`src/rtl/uart_apb_pkg.sv`:
```
// Shared definitions for the UART APB host: register map, STATUS bit positions, FSM states.
package uart_apb_pkg;

    // UART register offsets
    localparam logic [4:0] ADDR_TX     = 5'h00;
    localparam logic [4:0] ADDR_RX     = 5'h04;
    localparam logic [4:0] ADDR_CTRL1  = 5'h08;
    localparam logic [4:0] ADDR_CTRL2  = 5'h0C;
    localparam logic [4:0] ADDR_STATUS = 5'h10;
    localparam logic [4:0] ADDR_CTRL3  = 5'h14;

    // STATUS register bit indices
    localparam int unsigned ST_TXRDY    = 0;
    localparam int unsigned ST_RXRDY    = 1;
    localparam int unsigned ST_PARITY   = 2;
    localparam int unsigned ST_OVERFLOW = 3;
    localparam int unsigned ST_FRAMING  = 4;

    typedef enum logic [2:0] {
        StCfg1,
        StCfg2,
        StCfg3,
        StPoll,
        StRxrd,
        StTxwr,
        StGap
    } state_e;

    // CTRL2 layout: {baud[12:8], odd_n_even, parity_en, bit8}
    function automatic logic [7:0] ctrl2_val(logic [12:0] baud, logic odd, logic par, logic bit8);
        return {baud[12:8], odd, par, bit8};
    endfunction

endpackage

```
`src/rtl/uart_apb_xfer.sv`:
```
// Two-phase APB master transfer engine. SETUP is decoded combinationally from req so a new
// transfer can start in the cycle right after the previous one completes.
module uart_apb_xfer
    import uart_apb_pkg::*;
(
    input  logic       PCLK,
    input  logic       PRESETN,
    input  logic       req,
    input  logic [4:0] addr,
    input  logic       write,
    input  logic [7:0] wdata,
    output logic       setup,
    output logic       done,
    output logic [7:0] rdata,
    output logic       slverr,
    output logic [4:0] PADDR,
    output logic       PSEL,
    output logic       PENABLE,
    output logic       PWRITE,
    output logic [7:0] PWDATA,
    input  logic [7:0] PRDATA,
    input  logic       PREADY,
    input  logic       PSLVERR
);

    logic       access_q;
    logic [4:0] addr_q;
    logic       write_q;
    logic [7:0] wdata_q;

    // Capture the request on its SETUP cycle so the bus holds steady through wait states.
    always_ff @(posedge PCLK or negedge PRESETN) begin
        if (!PRESETN) begin
            access_q <= 1'b0;
            addr_q   <= 5'h00;
            write_q  <= 1'b0;
            wdata_q  <= 8'h00;
        end else if (setup) begin
            access_q <= 1'b1;
            addr_q   <= addr;
            write_q  <= write;
            wdata_q  <= write ? wdata : 8'h00;
        end else if (done) begin
            access_q <= 1'b0;
        end
    end

    // Bus outputs: live request during SETUP, latched copy during ACCESS, zero when idle.
    always_comb begin
        setup   = req && !access_q;
        done    = access_q && PREADY;
        rdata   = PRDATA;
        slverr  = PSLVERR;
        PSEL    = setup || access_q;
        PENABLE = access_q;
        PADDR   = 5'h00;
        PWRITE  = 1'b0;
        PWDATA  = 8'h00;
        if (access_q) begin
            PADDR  = addr_q;
            PWRITE = write_q;
            PWDATA = wdata_q;
        end else if (setup) begin
            PADDR  = addr;
            PWRITE = write;
            PWDATA = write ? wdata : 8'h00;
        end
    end

endmodule

```
`src/rtl/uart_apb_host.sv`:
```
// Configures a UART over APB, then polls STATUS to move bytes between the UART and
// the s_tx / m_rx streams. RX is serviced ahead of TX.
module uart_apb_host
    import uart_apb_pkg::*;
#(
    parameter logic [12:0] BAUD_VALUE = 13'd1,
    parameter bit          BIT8       = 1'b1,
    parameter bit          PARITY_EN  = 1'b0,
    parameter bit          ODD_N_EVEN = 1'b0,
    parameter logic [2:0]  BAUD_FRCTN = 3'd0,
    parameter int unsigned POLL_GAP   = 0
) (
    input  logic       PCLK,
    input  logic       PRESETN,
    input  logic       s_tx_valid,
    output logic       s_tx_ready,
    input  logic [7:0] s_tx_data,
    output logic       m_rx_valid,
    input  logic       m_rx_ready,
    output logic [7:0] m_rx_data,
    output logic [2:0] m_rx_err,
    output logic       cfg_done,
    output logic       apb_err,
    output logic [4:0] PADDR,
    output logic       PSEL,
    output logic       PENABLE,
    output logic       PWRITE,
    output logic [7:0] PWDATA,
    input  logic [7:0] PRDATA,
    input  logic       PREADY,
    input  logic       PSLVERR
);

    // GAP always lasts at least one cycle so polls are separated by an idle bus cycle.
    localparam logic [7:0] GAP_LAST = (POLL_GAP == 0) ? 8'd0 : 8'(POLL_GAP - 1);

    state_e     state_q, state_d;
    logic       run_q;
    logic [7:0] gap_q;
    logic [2:0] stat_err_q;
    logic       m_rx_valid_q;
    logic [7:0] m_rx_data_q;
    logic [2:0] m_rx_err_q;
    logic       cfg_done_q;
    logic       apb_err_q;

    logic       req, wr, setup, done, slverr;
    logic [4:0] addr;
    logic [7:0] wdata, rdata;
    logic       gap_end;

    assign gap_end    = (gap_q == GAP_LAST);
    assign m_rx_valid = m_rx_valid_q;
    assign m_rx_data  = m_rx_data_q;
    assign m_rx_err   = m_rx_err_q;
    assign cfg_done   = cfg_done_q;
    assign apb_err    = apb_err_q;

    uart_apb_xfer u_xfer (
        .PCLK    (PCLK),
        .PRESETN (PRESETN),
        .req     (req),
        .addr    (addr),
        .write   (wr),
        .wdata   (wdata),
        .setup   (setup),
        .done    (done),
        .rdata   (rdata),
        .slverr  (slverr),
        .PADDR   (PADDR),
        .PSEL    (PSEL),
        .PENABLE (PENABLE),
        .PWRITE  (PWRITE),
        .PWDATA  (PWDATA),
        .PRDATA  (PRDATA),
        .PREADY  (PREADY),
        .PSLVERR (PSLVERR)
    );

    // State register
    always_ff @(posedge PCLK or negedge PRESETN) begin
        if (!PRESETN) state_q <= StCfg1;
        else          state_q <= state_d;
    end

    // Next-state: configuration chain, then POLL dispatching to RX, TX or an idle gap
    always_comb begin
        state_d = state_q;
        case (state_q)
            StCfg1: if (done) state_d = StCfg2;
            StCfg2: if (done) state_d = StCfg3;
            StCfg3: if (done) state_d = StPoll;
            StPoll: begin
                if (done) begin
                    if (rdata[ST_RXRDY] && !m_rx_valid_q)   state_d = StRxrd;
                    else if (rdata[ST_TXRDY] && s_tx_valid) state_d = StTxwr;
                    else                                    state_d = StGap;
                end
            end
            StRxrd, StTxwr: if (done) state_d = StPoll;
            StGap: if (gap_end) state_d = StPoll;
            default: state_d = StCfg1;
        endcase
    end

    // Outputs: transfer request per state and the TX accept pulse on the TXWR SETUP cycle
    always_comb begin
        req   = run_q;
        addr  = ADDR_STATUS;
        wr    = 1'b0;
        wdata = 8'h00;
        case (state_q)
            StCfg1: begin
                addr  = ADDR_CTRL1;
                wr    = 1'b1;
                wdata = BAUD_VALUE[7:0];
            end
            StCfg2: begin
                addr  = ADDR_CTRL2;
                wr    = 1'b1;
                wdata = ctrl2_val(BAUD_VALUE, ODD_N_EVEN, PARITY_EN, BIT8);
            end
            StCfg3: begin
                addr  = ADDR_CTRL3;
                wr    = 1'b1;
                wdata = {5'b0, BAUD_FRCTN};
            end
            StPoll: addr = ADDR_STATUS;
            StRxrd: addr = ADDR_RX;
            StTxwr: begin
                addr  = ADDR_TX;
                wr    = 1'b1;
                wdata = s_tx_data;
            end
            default: req = 1'b0;
        endcase
        s_tx_ready = (state_q == StTxwr) && setup;
    end

    // Datapath: gap counter, STATUS error capture, RX holding register, sticky flags
    always_ff @(posedge PCLK or negedge PRESETN) begin
        if (!PRESETN) begin
            run_q        <= 1'b0;
            gap_q        <= 8'h00;
            stat_err_q   <= 3'b000;
            m_rx_valid_q <= 1'b0;
            m_rx_data_q  <= 8'h00;
            m_rx_err_q   <= 3'b000;
            cfg_done_q   <= 1'b0;
            apb_err_q    <= 1'b0;
        end else begin
            // run_q holds the bus idle for the first cycle out of reset
            run_q <= 1'b1;
            gap_q <= (state_q == StGap && !gap_end) ? gap_q + 8'd1 : 8'h00;
            if (state_q == StPoll && done) begin
                stat_err_q <= {rdata[ST_FRAMING], rdata[ST_OVERFLOW], rdata[ST_PARITY]};
            end
            if (m_rx_valid_q && m_rx_ready) m_rx_valid_q <= 1'b0;
            if (state_q == StRxrd && done) begin
                m_rx_valid_q <= 1'b1;
                m_rx_data_q  <= rdata;
                m_rx_err_q   <= stat_err_q;
            end
            if (state_q == StCfg3 && done) cfg_done_q <= 1'b1;
            if (done && slverr) apb_err_q <= 1'b1;
        end
    end

endmodule

```
`config.mk`:
```
export PLATFORM = sky130hd
export DESIGN_NAME = uart_apb_host
export DESIGN_NICKNAME = d
export VERILOG_FILES = /design/src/rtl/uart_apb_pkg.sv /design/src/rtl/uart_apb_xfer.sv /design/src/rtl/uart_apb_host.sv
export SDC_FILE = /design/constraint.sdc
export NUM_CORES = 1
export LEC_CHECK = 0
export ABC_CLOCK_PERIOD_IN_PS = 1640
export BUFFER_PORTS_ARGS = -buffer_cell sky130_fd_sc_hd__buf_2
export CAP_MARGIN = 20
export CORE_MARGIN = 3
export CORE_UTILIZATION = 52
export CTS_BUF_LIST = sky130_fd_sc_hd__clkbuf_16
export CTS_CLUSTER_DIAMETER = 120
export DETAILED_ROUTE_END_ITERATION = 8
export GPL_TIMING_DRIVEN = 0
export HOLD_SLACK_MARGIN = 0.08
export PLACE_DENSITY = 0.87
export SLEW_MARGIN = 20
export SYNTH_ARGS = -nofsm -noshare
export SYNTH_HDL_FRONTEND = slang
export SYNTH_SLANG_ARGS = --single-unit
```
`constraint.sdc`:
```
create_clock -name PCLK -period 1.64 [get_ports PCLK]
set_input_delay 0.246 -clock PCLK [delete_from_list [all_inputs] [get_ports PCLK]]
set_output_delay 0.246 -clock PCLK [all_outputs]
set_load 0.005 [all_outputs]
```
==> impl_metrics.csv <==
group,metric,value,unit
run_status,status,"finished with violations",
run_status,violations,"setup timing",
yosys,yosysTopAreaCell,"dfrtp_1",
sta,slew_violations,0,
yosys,synthCells,171,
routing,dr.pass1.iters,4,
floorplan,dieArea,4530,sq um
yosys,syn-cell-area,1950,sq um
yosys,ys_seq_area_share,53.8,%
flow_run,maxCapViolCount,0,
clock_tree,htreeDepth,2,
floorplan,start_util,56.3,%
critical_path,crit_path_end,"PWDATA[6]",
critical_path,arrival,1.49,ns
sta,period_share,106,%
floorplan,fp-row-count,21,
placement,dp_hpwl,2800,um
floorplan,core_area,3470,sq um
critical_path,r2r-end,"m_rx_data[5]",
cells_and_area,drive_above_1_share,49.4,%
grt,grt_max_degree,43,
yosys,synthTopCellsByCount,"42 x dfrtp_1, 18 x nand2_1, 14 x a22o_1, 14 x mux2_2, 10 x nor2_1",
cells_and_area,layout.cells.non_filler,297,
cells_and_area,final_util,77.9,%
clock_tree,cts_buffer_depth,2,
critical_path,r2r_start,"u_xfer.PENABLE",
floorplan,num_io_pins,53,
placement,gp_congestion,0.845,
yosys,ys_warn_count,0,
clock_tree,clockRootBuffer,"clkbuf_16",
grt,globalRouteOverflowTotal,0,
clock_tree,clkSlewWorstSetupHoldPaths,0.06,ns
power_and_ir_drop,cellPowerDensity,1500,nW/um^2
yosys,synth_most_common_cell,"dfrtp_1",
sta,whs,0.0897,ns
grt,track_usage,21.5,%
sta,slew_headroom,39.2,%
clock_tree,cts_sinks,42,
sta,tightestPinTransition,0.912,ns
routing,wl_per_cell,15.2,um
hold_path,hp-class,"in2async",
critical_path,critPathKind,"reg2out",
power_and_ir_drop,p_total,4.04,mW
sta,final_hold_viol_count,0,
sta,fmax,575,MHz
placement,port_buffers,50,
routing,vias,1581,
critical_path,reg2reg_slack,-0.08,ns
clock_tree,cts_buffers,5,
yosys,synthFlopType,"dfrtp_1",
cells_and_area,final_area,2700,sq um
sta,finalSetupTns,-1.53,ns
routing,drtIter0Drc,107,
routing,routed_wl,4510,um
placement,place_ws,-0.0294,ns
critical_path,required,1.39,ns
critical_path,cp_max_fo,9,
cells_and_area,insertedDiodeCount,0,
sta,setup_viol_count_final,22,
yosys,synthTopCellsByArea,"dfrtp_1 54%, mux2_2 8.1%, a22o_1 6.3%",
critical_path,worstSetupStartpoint,"state_q[1]",
cells_and_area,nets,274,
critical_path,r2r_cells,7,
routing,viasPerCell,5.32,
cells_and_area,area_delta_synth_final,38.3,%
clock_tree,cts_tree,"yes",
yosys,ys_types,39,
sta,rsz0062_at_grt,"yes",
sta,fin_skew,0.00326,ns
grt,grt_pass1_wl,7120,um
critical_path,startpoint_type,"register",
sta,fin_crit,1.74,ns
floorplan,die_h,67.3,um
routing,drc,0,
yosys,ys_ff_latch,42,
placement,dpl_cell_area,2260,sq um
sta,layout_setup_ws,-0.0982,ns
floorplan,fp.dieW,67.3,um
yosys,synth_top_area_share,53.8,%
power_and_ir_drop,p_leak,1.40,nW
grt,grt_pass1_vias,1505,
power_and_ir_drop,vdd_ir_drop_max,0.904,mV
grt,antenna_found_initial,0,
routing,ant_nets,0,
clock_tree,clk_latency,0.29,ns
yosys,synth_edf_count,0,
yosys,syn_area_per_cell,11.4,sq um
critical_path,worstSetupEndpointType,"primary output",
yosys,synthArstFlopShare,100,%
placement,dpl.cell_count,268,
-- flip-flops by register name, summed over array words and instances, names as in the netlist --
name,cells
u_xfer.addr_q,3
stat_err_q,3
u_xfer.PENABLE,1
cfg_done,1
apb_err,1
m_rx_data,8
m_rx_err,3
gap_q,8
u_xfer.wdata_q,8
run_q,1
m_rx_valid,1
state_q,3
u_xfer.write_q,1
-- where the power goes --
part / internal (mW) / switching, mW
Combinational: 0.739 / 0.735
Clock: 0.712 / 0.396
Sequential: 1.29 / 0.171
-- metal layers --
metal  wire (um)  global-route usage, %
met5           0                      0
met4          89                   10.6
met3         248                   4.33
met2        2330                   36.9
met1        1840                   25.7
-- worst max-delay path, stage by stage (launching register included) --
cell,delay (ns)
dfrtp_1,0.37
buf_6,0.15
inv_8,0.08
nand2_4,0.05
nor3_4,0.15
buf_2,0.17
a22o_1,0.11
buf_2,0.10
-- timing repair --
| action | CTS | global route |
|---|---|---|
| cloned | 1 | 1 |
| buffers inserted | 13 | 7 |
| hold buffers | 0 | 0 |
| pin swaps | 2 | 8 |
| resized for setup | 17 | 19 |
| endpoints found under the setup margin | 13 | 32 |
-- cell families (layout without fill, tap and decap cells) --
group	Yosys count	count (layout)	share of synthesized area [%]
compound gates	39	39	14.5
xor+xnor	5	5	2.24
fa+ha+maj	2	2	1.28
buf+inv	17	96	5.32
flops	42	42	53.8
mux	14	14	8.07
other cells	2	3	0.385
simple gates	50	50	14.4
-- cell type report --
| class | count | area [sq um] |
|---|---|---|
| Tap cell | 46 | 57.6 |
| Clock inverter | 3 | 40.0 |
| Multi-Input combinational cell | 113 | 876 |
| Sequential cell | 42 | 1050 |
| Timing Repair Buffer | 72 | 428 |
| Buffer | 9 | 87.6 |
| Clock buffer | 5 | 125 |
| Fill cell | 226 | 767 |
| Inverter | 7 | 33.8 |
-- layout by cell type (no fill, tap or decap), types with 4 or more instances in the layout --
| master | n |
|---|---|
| buf_2 | 52 |
| dfrtp_1 | 40 |
| buf_4 | 19 |
| nand2_1 | 15 |
| a22o_1 | 14 |
| mux2_2 | 14 |
| buf_6 | 10 |
| nor2_1 | 10 |
| inv_1 | 6 |
| clkbuf_16 | 5 |
| a21o_1 | 4 |
| a21oi_1 | 4 |
-- worst min-delay path by stage --
stage / from / to / slack [ns] / depth (start not counted)
floorplan: PRESETN / apb_err / -0.05 / 0
global placement: PRESETN / u_xfer.wdata_q[1] / 0.43 / 1
detailed placement: PRESETN / u_xfer.wdata_q[7] / 0.43 / 1
CTS: PRESETN / m_rx_data[3] / 0.12 / 1
global route: PRESETN / u_xfer.wdata_q[7] / 0.16 / 1
finish: PRESETN / u_xfer.wdata_q[7] / 0.09 / 1
Note: power is estimated with default switching activity, not from simulation.
